===== config.mk =====
export PLATFORM = sky130hd
export DESIGN_NAME = smooth_stream
export DESIGN_NICKNAME = d
export VERILOG_FILES = /design/src/rtl/smooth_pkg.sv /design/src/rtl/smooth_line_buf.sv /design/src/rtl/smooth_stream.sv
export SDC_FILE = /design/constraint.sdc
export NUM_CORES = 2
export LEC_CHECK = 0
export CAP_MARGIN = 30
export CORE_MARGIN = 2
export CORE_UTILIZATION = 40
export CTS_CLUSTER_DIAMETER = 50
export DETAILED_ROUTE_END_ITERATION = 7
export RECOVER_POWER = 25
export REMOVE_ABC_BUFFERS = 1
export SYNTH_ARGS = -nofsm -noshare
export SYNTH_HDL_FRONTEND = slang
export SYNTH_SLANG_ARGS = --single-unit

===== constraint.sdc =====
create_clock -name clk -period 9.4 [get_ports clk]
set_input_delay 1.41 -clock clk [delete_from_list [all_inputs] [get_ports clk]]
set_output_delay 1.41 -clock clk [all_outputs]
set_load 0.03 [all_outputs]

===== src/rtl/smooth_pkg.sv =====
// Shared types and constants for the smooth_stream 3x3 smoothing filter.
package smooth_pkg;

    typedef enum logic [1:0] {
        ST_IDLE,
        ST_FILL,
        ST_RUN
    } state_t;

    // Sum stage then scale stage after the window register.
    localparam int PIPE_STAGES = 2;

    // Box average: S/9 approximated as (S*7282 + 2^15) >> 16.
    localparam int BOX_RECIP = 7282;
    localparam int BOX_RND   = 32768;
    localparam int BOX_SHIFT = 16;

    // Gaussian 1-2-1 kernel; weights sum to 16.
    localparam int G_W_CORNER = 1;
    localparam int G_W_EDGE   = 2;
    localparam int G_W_CENTRE = 4;
    localparam int G_RND      = 8;
    localparam int G_SHIFT    = 4;

endpackage


===== src/rtl/smooth_line_buf.sv =====
// One line of pixel storage: read-before-write at the same column, gated by accept.
module smooth_line_buf #(
    parameter int PIX_W = 12,
    parameter int DEPTH = 64,
    localparam int AW   = $clog2(DEPTH)
) (
    input  logic             clk,
    input  logic             i_en,
    input  logic [AW-1:0]    i_addr,
    input  logic [PIX_W-1:0] i_wdata,
    output logic [PIX_W-1:0] o_rdata
);

    logic [PIX_W-1:0] r_mem [DEPTH];

    assign o_rdata = r_mem[i_addr];

    always_ff @(posedge clk) begin
        if (i_en) r_mem[i_addr] <= i_wdata;
    end

endmodule


===== src/rtl/smooth_stream.sv =====
// smooth_stream: streaming 3x3 box / Gaussian smoother emitting interior pixels only.
// Define SMOOTH_GAUSS_EN to build the Gaussian datapath selected per pixel by `mode`.
module smooth_stream
    import smooth_pkg::*;
#(
    parameter int PIX_W = 12,
    parameter int IMG_W = 64,
    parameter int IMG_H = 64
) (
    input  logic             clk,
    input  logic             reset,
    input  logic             s_valid,
    output logic             s_ready,
    input  logic             s_sof,
    input  logic [PIX_W-1:0] s_data,
    input  logic             mode,
    output logic             m_valid,
    input  logic             m_ready,
    output logic [PIX_W-1:0] m_data,
    output logic             m_sof,
    output logic             m_eol
);

    localparam int CW = $clog2(IMG_W);
    localparam int RW = $clog2(IMG_H);
    localparam int SW = PIX_W + 4;
    localparam int PW = PIX_W + 18;
    localparam logic [CW-1:0]    COL_LAST = CW'(IMG_W - 1);
    localparam logic [RW-1:0]    ROW_LAST = RW'(IMG_H - 1);
    localparam logic [PIX_W-1:0] PIX_MAX  = '1;

    state_t                   r_state, w_state_nxt;
    logic [RW-1:0]            r_row, w_row_nxt, w_row;
    logic [CW-1:0]            r_col, w_col_nxt, w_col;
    logic                     w_stall, w_acc, w_live, w_win_vld, w_sof_pix, w_eol_pix;
    logic [PIX_W-1:0]         w_lb0_q, w_lb1_q;
    logic [2:0][2:0][PIX_W-1:0] r_win;
    logic [PIPE_STAGES:0]     r_vld_pipe, r_sof_pipe, r_eol_pipe;
    logic [SW-1:0]            r_sum, w_box_sum;
    logic [PW-1:0]            w_box_q;
    logic [PIX_W-1:0]         r_m_data, w_out;

    assign w_stall = r_vld_pipe[PIPE_STAGES] && !m_ready;
    assign s_ready = !w_stall;
    assign w_acc   = s_valid && s_ready;

    // An accepted s_sof pixel is always (0,0), whatever the counters say.
    assign w_row     = s_sof ? '0 : r_row;
    assign w_col     = s_sof ? '0 : r_col;
    assign w_live    = w_acc && (s_sof || r_state != ST_IDLE);
    assign w_win_vld = w_live && w_row >= RW'(2) && w_col >= CW'(2);
    assign w_sof_pix = w_row == RW'(2) && w_col == CW'(2);
    assign w_eol_pix = w_col == COL_LAST;

    always_comb begin
        w_state_nxt = r_state;
        w_row_nxt   = r_row;
        w_col_nxt   = r_col;
        if (w_live) begin
            if (w_col == COL_LAST) begin
                w_col_nxt = '0;
                if (w_row == ROW_LAST) begin
                    w_row_nxt   = '0;
                    w_state_nxt = ST_IDLE;
                end else begin
                    w_row_nxt   = w_row + RW'(1);
                    w_state_nxt = ST_FILL;
                end
            end else begin
                w_col_nxt   = w_col + CW'(1);
                w_row_nxt   = w_row;
                w_state_nxt = (w_row >= RW'(2) && w_col >= CW'(2)) ? ST_RUN : ST_FILL;
            end
        end
    end

    // lb0 holds the previous line, lb1 the one before; lb1 is fed from lb0's old value.
    smooth_line_buf #(.PIX_W(PIX_W), .DEPTH(IMG_W)) u_lb0 (
        .clk    (clk),
        .i_en   (w_live),
        .i_addr (w_col),
        .i_wdata(s_data),
        .o_rdata(w_lb0_q)
    );

    smooth_line_buf #(.PIX_W(PIX_W), .DEPTH(IMG_W)) u_lb1 (
        .clk    (clk),
        .i_en   (w_live),
        .i_addr (w_col),
        .i_wdata(w_lb0_q),
        .o_rdata(w_lb1_q)
    );

    // Window row 0 is oldest line, column 2 is newest pixel.
    always_ff @(posedge clk) begin
        if (w_live) begin
            for (int i = 0; i < 3; i++) begin
                r_win[i][0] <= r_win[i][1];
                r_win[i][1] <= r_win[i][2];
            end
            r_win[0][2] <= w_lb1_q;
            r_win[1][2] <= w_lb0_q;
            r_win[2][2] <= s_data;
        end
    end

    always_comb begin
        w_box_sum = '0;
        for (int i = 0; i < 3; i++)
            for (int j = 0; j < 3; j++)
                w_box_sum = w_box_sum + SW'(r_win[i][j]);
    end

    assign w_box_q = (PW'(r_sum) * PW'(BOX_RECIP) + PW'(BOX_RND)) >> BOX_SHIFT;

`ifdef SMOOTH_GAUSS_EN
    logic [SW-1:0] w_g_sum, w_g_q;
    logic          r_gmode;

    assign w_g_sum = SW'(G_W_CORNER) * (SW'(r_win[0][0]) + SW'(r_win[0][2])
                                      + SW'(r_win[2][0]) + SW'(r_win[2][2]))
                   + SW'(G_W_EDGE)   * (SW'(r_win[0][1]) + SW'(r_win[1][0])
                                      + SW'(r_win[1][2]) + SW'(r_win[2][1]))
                   + SW'(G_W_CENTRE) * SW'(r_win[1][1]);
    assign w_g_q   = (r_sum + SW'(G_RND)) >> G_SHIFT;

    always_ff @(posedge clk) begin
        if (!w_stall && r_vld_pipe[0]) begin
            r_sum   <= mode ? w_g_sum : w_box_sum;
            r_gmode <= mode;
        end
    end

    always_comb begin
        w_out = (w_box_q > PW'(PIX_MAX)) ? PIX_MAX : w_box_q[PIX_W-1:0];
        if (r_gmode) w_out = (w_g_q > SW'(PIX_MAX)) ? PIX_MAX : w_g_q[PIX_W-1:0];
    end
`else
    logic w_unused_mode;
    assign w_unused_mode = mode;

    always_ff @(posedge clk) begin
        if (!w_stall && r_vld_pipe[0]) r_sum <= w_box_sum;
    end

    always_comb begin
        w_out = (w_box_q > PW'(PIX_MAX)) ? PIX_MAX : w_box_q[PIX_W-1:0];
    end
`endif

    always_ff @(posedge clk or negedge reset) begin
        if (!reset) begin
            r_state    <= ST_IDLE;
            r_row      <= '0;
            r_col      <= '0;
            r_vld_pipe <= '0;
            r_sof_pipe <= '0;
            r_eol_pipe <= '0;
            r_m_data   <= '0;
        end else begin
            r_state <= w_state_nxt;
            r_row   <= w_row_nxt;
            r_col   <= w_col_nxt;
            if (!w_stall) begin
                r_vld_pipe <= {r_vld_pipe[PIPE_STAGES-1:0], w_win_vld};
                r_sof_pipe <= {r_sof_pipe[PIPE_STAGES-1:0], w_win_vld && w_sof_pix};
                r_eol_pipe <= {r_eol_pipe[PIPE_STAGES-1:0], w_win_vld && w_eol_pix};
                if (r_vld_pipe[PIPE_STAGES-1]) r_m_data <= w_out;
            end
        end
    end

    assign m_valid = r_vld_pipe[PIPE_STAGES];
    assign m_sof   = r_sof_pipe[PIPE_STAGES];
    assign m_eol   = r_eol_pipe[PIPE_STAGES];
    assign m_data  = r_m_data;

endmodule


* Word-level counts from Yosys, hierarchy flattened
Memory sizes are Yosys's and may differ from the RTL's. A register that Yosys moved wholly into a read port is not among the register bits.
Index checks and enable logic that the tools add are counted.
** Word-level totals
- Register bits after elaboration :: 147
- Bits in latches :: 0
- Memory bits (writable) :: 1536
- Bits in read-only memories :: 0
- Output and inout port bits :: 16
- Word-level logic and storage cells :: 64
- Memories kept :: 2
** Cells by class
- Add/sub/neg operators :: 11
- Multipliers :: 1
- Divide/modulo/power cells :: 0
- $lt $le $gt $ge :: 3
- Eq/ne operators :: 4
- Shift operators :: 0
- Mux-type cells :: 11
- Bitwise operators :: 1
- Reduce and logical (&&, ||, !) cells :: 15
** Memory list
- u_lb0.r_mem :: depth 64, bits a word 12, rd ports 1, clocked after Yosys merged registers in 0, write ports 1, line smooth_line_buf.sv:14 : logic [PIX_W-1:0] r_mem [DEPTH];
- u_lb1.r_mem :: depth 64, bits a word 12, rd ports 1, clocked after Yosys merged registers in 1, write ports 1, line smooth_line_buf.sv:14
** Operators by type and width (number)
- 16-bit by 12-bit adder with 16-bit output :: 4
- 29-bit by 16-bit adder with 30-bit output (second input constant) :: 1
- 6-bit two-way mux :: 5
- 16-bit by 12-bit multiplier with 28-bit output (second input constant) :: 1
- 15-bit by 12-bit adder with 16-bit output :: 1
- 14-bit by 12-bit adder with 15-bit output :: 1
- 13-bit by 12-bit adder with 14-bit output :: 1
- 14-bit by 12-bit > comparator with 1-bit output (second input constant) :: 1
- 12-bit by 12-bit adder with 13-bit output :: 1
- 6-bit by 1-bit adder with 6-bit output (second input constant) :: 2
- 6-bit by 2-bit == test with 1-bit output (second input constant) :: 2
- 6-bit == test (second input constant) :: 2
- 6-bit by 2-bit greater-or-equal comparator with 1-bit output (second input constant) :: 2
- 12-bit two-way mux :: 1
- 1-bit logical AND :: 10
- 2-bit two-way mux :: 2
- 1-bit two-way mux :: 3
- 1-bit logical NOT :: 2
- 2-bit AND reduction :: 1
- 2-bit nonzero test :: 1
- 1-bit logical OR :: 1
- 1-bit inverter :: 1

* Logic depth before layout (Yosys ltp)
- Word-level depth :: 8
- Depth in mapped cells :: 23
- Gate-level depth less buffers :: 21

* Cells and area by module
From an unflattened synthesis, not the netlist that was laid out.
** Unflattened totals
- Cell total of the unflattened synthesis :: 4388
- Area, all modules :: 70786.6 um^2
** By module, submodules not included
- smooth_line_buf :: times used 2, cells each 1735, area each 29763.5 um^2
- smooth_stream :: times used 1, cells each 918, area each 11259.5 um^2

* Least setup slack after synthesis
No wires, ideal clock.
- Path type :: input to register
- Start :: input port m_ready
- End :: memory u_lb0.r_mem[10][0], enable pin
- Library setup time :: 0.405 ns
- Arrival :: 7.534 ns
- Setup slack :: 1.461 ns
- Stages on the path :: 9
- Path buffers :: 2
- Cells stage by stage :: nor2b_1 clkbuf_1 clkinv_1 nand2_1 or2_2 inv_2 buf_1 nand2_1 nor2_1
** On the way
- Cells in the longest elaborated chain, start to end :: 7
** RTL lines
- start: declaration :: line smooth_stream.sv:18 : input logic m_ready,
- 1-bit logical NOT :: line smooth_stream.sv:43 : assign w_stall = r_vld_pipe[PIPE_STAGES] && !m_ready;
- 1-bit logical AND :: line smooth_stream.sv:43
- 1-bit logical NOT
- named net s_ready :: line smooth_stream.sv:13 : output logic s_ready,
- 1-bit logical AND :: line smooth_stream.sv:45 : assign w_acc = s_valid && s_ready;
- 1-bit logical AND :: line smooth_stream.sv:50 : assign w_live = w_acc && (s_sof || r_state != ST_IDLE);
- named net u_lb0.i_en :: line smooth_line_buf.sv:8 : input logic i_en,
- 1-bit two-way mux :: line smooth_line_buf.sv:19 : if (i_en) r_mem[i_addr] <= i_wdata;
- 1-bit two-way mux (not written as such) :: line smooth_line_buf.sv:19
- end: declaration :: line smooth_line_buf.sv:14
The timed path passes the listed nets, and every way through them passes these cells.

* Worst setup path in the final report
- Start :: input port s_sof
- End :: memory u_lb1.r_mem[5][0] (data pin)
** On the way
- Cells in the longest elaborated chain, start to end :: 2
** RTL lines
- start: declaration :: line smooth_stream.sv:14 : input logic s_sof,
- 6-bit two-way mux :: line smooth_stream.sv:49 : assign w_col = s_sof ? '0 : r_col;
- memory read 64 x 12 bit
- named net u_lb0.o_rdata[0] :: line smooth_line_buf.sv:11 : output logic [PIX_W-1:0] o_rdata
- end: declaration :: line smooth_line_buf.sv:14
The timed path passes the listed nets, and every way through them passes these cells.

==> flow_metrics.py <==
metrics = {
    "cts": {
        "ctsLongestPathBuffers": 3,
        "cts_resized": 0,
        "cts_buffers": 177,
        "cts_setup_buffers": 0,
        "clkLatencyLatePin_ps": 820,
        "cts_hold_buf": 0,
        "h-tree-depth": 4,
        "cts_tree": "yes",
        "clk_pin_slew_ps": 60,
        "clockRootBuffer": "clkbuf_16",
        "clkSinkCount": 1695,
    },
    "drt": {
        "wire_per_inst_um": 30.2,
        "drt_iter0_drc": 6028,
        "viasPerCell": 5.96,
        "finalWirelength_um": 198000,
        "drcViolationCount": 9,
        "drtAntennaViolNets": 0,
        "vias": 39142,
        "dr.pass1.iters": 8,
    },
    "timing": {
        "setup_tns_ps": 0,
        "tightest_slew_ps": 3910,
        "period_minus_slack_ps": 6350,
        "setup_violations": 0,
        "rsz0062_at_grt": "false",
        "relSlewSlack_pct": -161,
        "skew_ps": 55.8,
        "timing.final.ws_setup_ps": 3050,
        "drv_slew": 828,
        "finalHoldViolations": 0,
        "finalCritPeriodShare_pct": 67.6,
        "fmax_mhz": 157,
    },
    "placed_design": {
        "gp_congestion": 0.882,
        "port-buffer-count": 32,
        "place_ws_ps": 2410,
        "hpwl_um": 113000,
        "place_area_um2": 72400,
    },
    "worst_setup_path": {
        "crit_chain": "clkdlybuf4s50_1 -> buf_4 -> nand2b_2 -> inv_2 -> nand2_2 -> buf_4 -> o22ai_1 -> a211oi_1 -> o22ai_1 -> nor4_1 -> nand2_2 -> buf_4",
        "worstPathArrival_ps": 6810,
        "slowest_delay_ps": 860,
        "cp_common_cell": "buf_4",
        "criticalPathCategory": "in2reg",
        "cp-end-kind": "register",
        "worstPathRequired_ps": 9860,
        "startpoint_type": "input port",
        "worstPathMaxFanout": 34,
        "critical_path_buf_inv_count": 5,
        "slowest_stage": "clkdlybuf4s50_1",
        "critical_path.top_delay_family": "buffers and inverters",
    },
    "die": {
        "row_count": 151,
        "start_util_pct": 40.4,
        "fp.dieArea_um2": 175000,
        "pin_count": 34,
        "die_h_um": 418,
        "core-area_um2": 170000,
        "fp.dieW_um": 418,
    },
    "outcome": {
        "violations": "DRC, capacitance limit, slew limit",
        "status": "finished with violations",
    },
    "grt": {
        "grt_pass1_vias": 38334,
        "grt_max_degree": 96,
        "grt_pass1_wl_um": 281000,
        "antenna_found_initial": 10,
        "grt-ovfl-total": 0,
        "track_usage_pct": 22.4,
    },
    "logic_synthesis": {
        "synthTopCellsByCount": "edfxtp_1, nand2_1, inv_1",
        "yosysMostFrequentCell": "edfxtp_1",
        "postSynthAreaPerCell_um2": 17.0,
        "ys_seq_elements": 1695,
        "synthesis.area_um2": 68600,
        "synth_cells": 4033,
        "synth_flop_cell": "edfxtp_1",
        "synth_top_area_cell": "edfxtp_1",
        "synth.distinct_cells": 77,
        "synth_edf_count": 1660,
        "async_reset_ff_share_pct": 2.06,
        "netlist_top_cells_area": "edfxtp_1, fa_1, mux2_2",
        "seq_area_frac_synth_pct": 74.0,
        "synth_top_cell_area_share_pct": 72.7,
        "yosysWarnings": 0,
    },
    "cells_and_area": {
        "fin_nets": 4454,
        "num-fill-cells": 14454,
        "final_core_util_pct": 45.9,
        "final_cell_area_um2": 78000,
        "drive_gt1_share_pct": 16.4,
        "syn_to_final_growth_pct": 13.7,
    },
    "hold_path": {
        "hold_class": "reg2reg",
    },
    "power": {
        "irDropWorstVdd_mv": 0.251,
        "p_per_area_nw_per_um2": 241,
        "leakage_nw": 25.8,
        "power_mw": 18.8,
    },
    "job": {
        "maxCapViolCount": 13,
    },
}
[worst register-to-register path, delay by kind of cell (launching register included)]
family / cells / cell delay, ps
and+or+nand+nor: 3 / 890
buffers and inverters: 6 / 370
DFF: 1 / 440
adders and majority gates: 6 / 2670
AOI/OAI and AO/OA: 5 / 1130
muxes: 1 / 430
[power by group]
group	internal, mW	switching (mW)
clock	3.76	2.99
sequential	8.75	0.0833
combinational	1.18	2.05
[state kept, by name (all words and copies together) (netlist names)]
signal and cells:
r_vld_pipe 3, r_sum 16, r_state 2, m_data 12, r_row 6, r_sof_pipe 3
r_eol_pipe 3, u_lb0.r_mem 768, r_col 6, r_win 108, u_lb1.r_mem 768
[final cells by class]
cell class                 instances  area, um^2  area share, %
multi-input combinational       1935       16600           21.2
antenna                            5        12.5         0.0160
clock inverter                   113        1020           1.30
timing repair buffer             203        1590           2.04
tap                             2218        2780           3.56
clock buffer                     211        4580           5.87
inverter                         192         723          0.927
sequential                      1695       50700           65.0
[final timing paths]
check	start	end	slack, ps	cells after the start
max in group asynchronous	reset	r_col[0]$_DFFE_PN0P_	6560	1
worst max register to register	r_sum[10]$_DFFE_PP_	m_data[0]$_DFFE_PN0P_	3390	21
worst min register to register	r_win[49]$_DFFE_PP_	r_win[37]$_DFFE_PP_	450	0
worst max-delay path	s_sof	u_lb1.r_mem[5][0]$_DFFE_PP_	3050	12
worst min-delay path	r_win[49]$_DFFE_PP_	r_win[37]$_DFFE_PP_	450	0
min in group asynchronous	reset	m_data[3]$_DFFE_PN0P_	1270	1
[routing by layer]
layer | wire, um | global-route usage [%] | vias up
met5 | 42 | 0 | -
met4 | 7990 | 8.61 | 6
li1 | - | - | 16330
met3 | 19900 | 4.68 | 346
met2 | 91100 | 35.0 | 2130
met1 | 79300 | 31.0 | 20330
[stage by stage]
stage,instances,hold WS (ps)
6_report,6572,453
3_5_place_dp,6239,438
2_1_floorplan,3822,426
3_3_place_gp,6235,439
5_1_grt,6569,470
4_1_cts,6563,451
[cells by family after synthesis]
group / share of synthesized area, %
and+or+nand+nor: 3.42
adders and majority gates: 5.61
AOI/OAI and AO/OA: 8.68
muxes: 5.55
buffers and inverters: 2.32
xor gates and xnor gates: 0.447
DFF: 74.0
[cell usage in the layout, fill, tap and decap left out, drive strengths merged, types with 10 or more instances in the layout]
cell type      synthesis  final
edfxtp              1660   1660
clkbuf               116    225
nand2                224    224
inv                  190    200
a21oi                173    173
buf                   95    170
nor2                 168    168
a22oi                135    135
mux2                 130    130
mux2i                128    128
a222oi               126    126
fa                   126    126
ha                   106    106
o21ai                 95     95
clkinv                 2     93
a31oi                 68     68
o22ai                 53     53
mux4                  47     47
a221oi                44     44
dfrtp                 35     35
a22o                  30     30
nor3                  29     29
a211oi                28     28
nand3                 24     24
nor4                  22     22
xnor2                 19     19
clkdlybuf4s50          0     19
xor2                  16     16
nand2b                11     11
o211ai                10     10
nor2b                 10     10
Power figures use the tool's default switching activity.
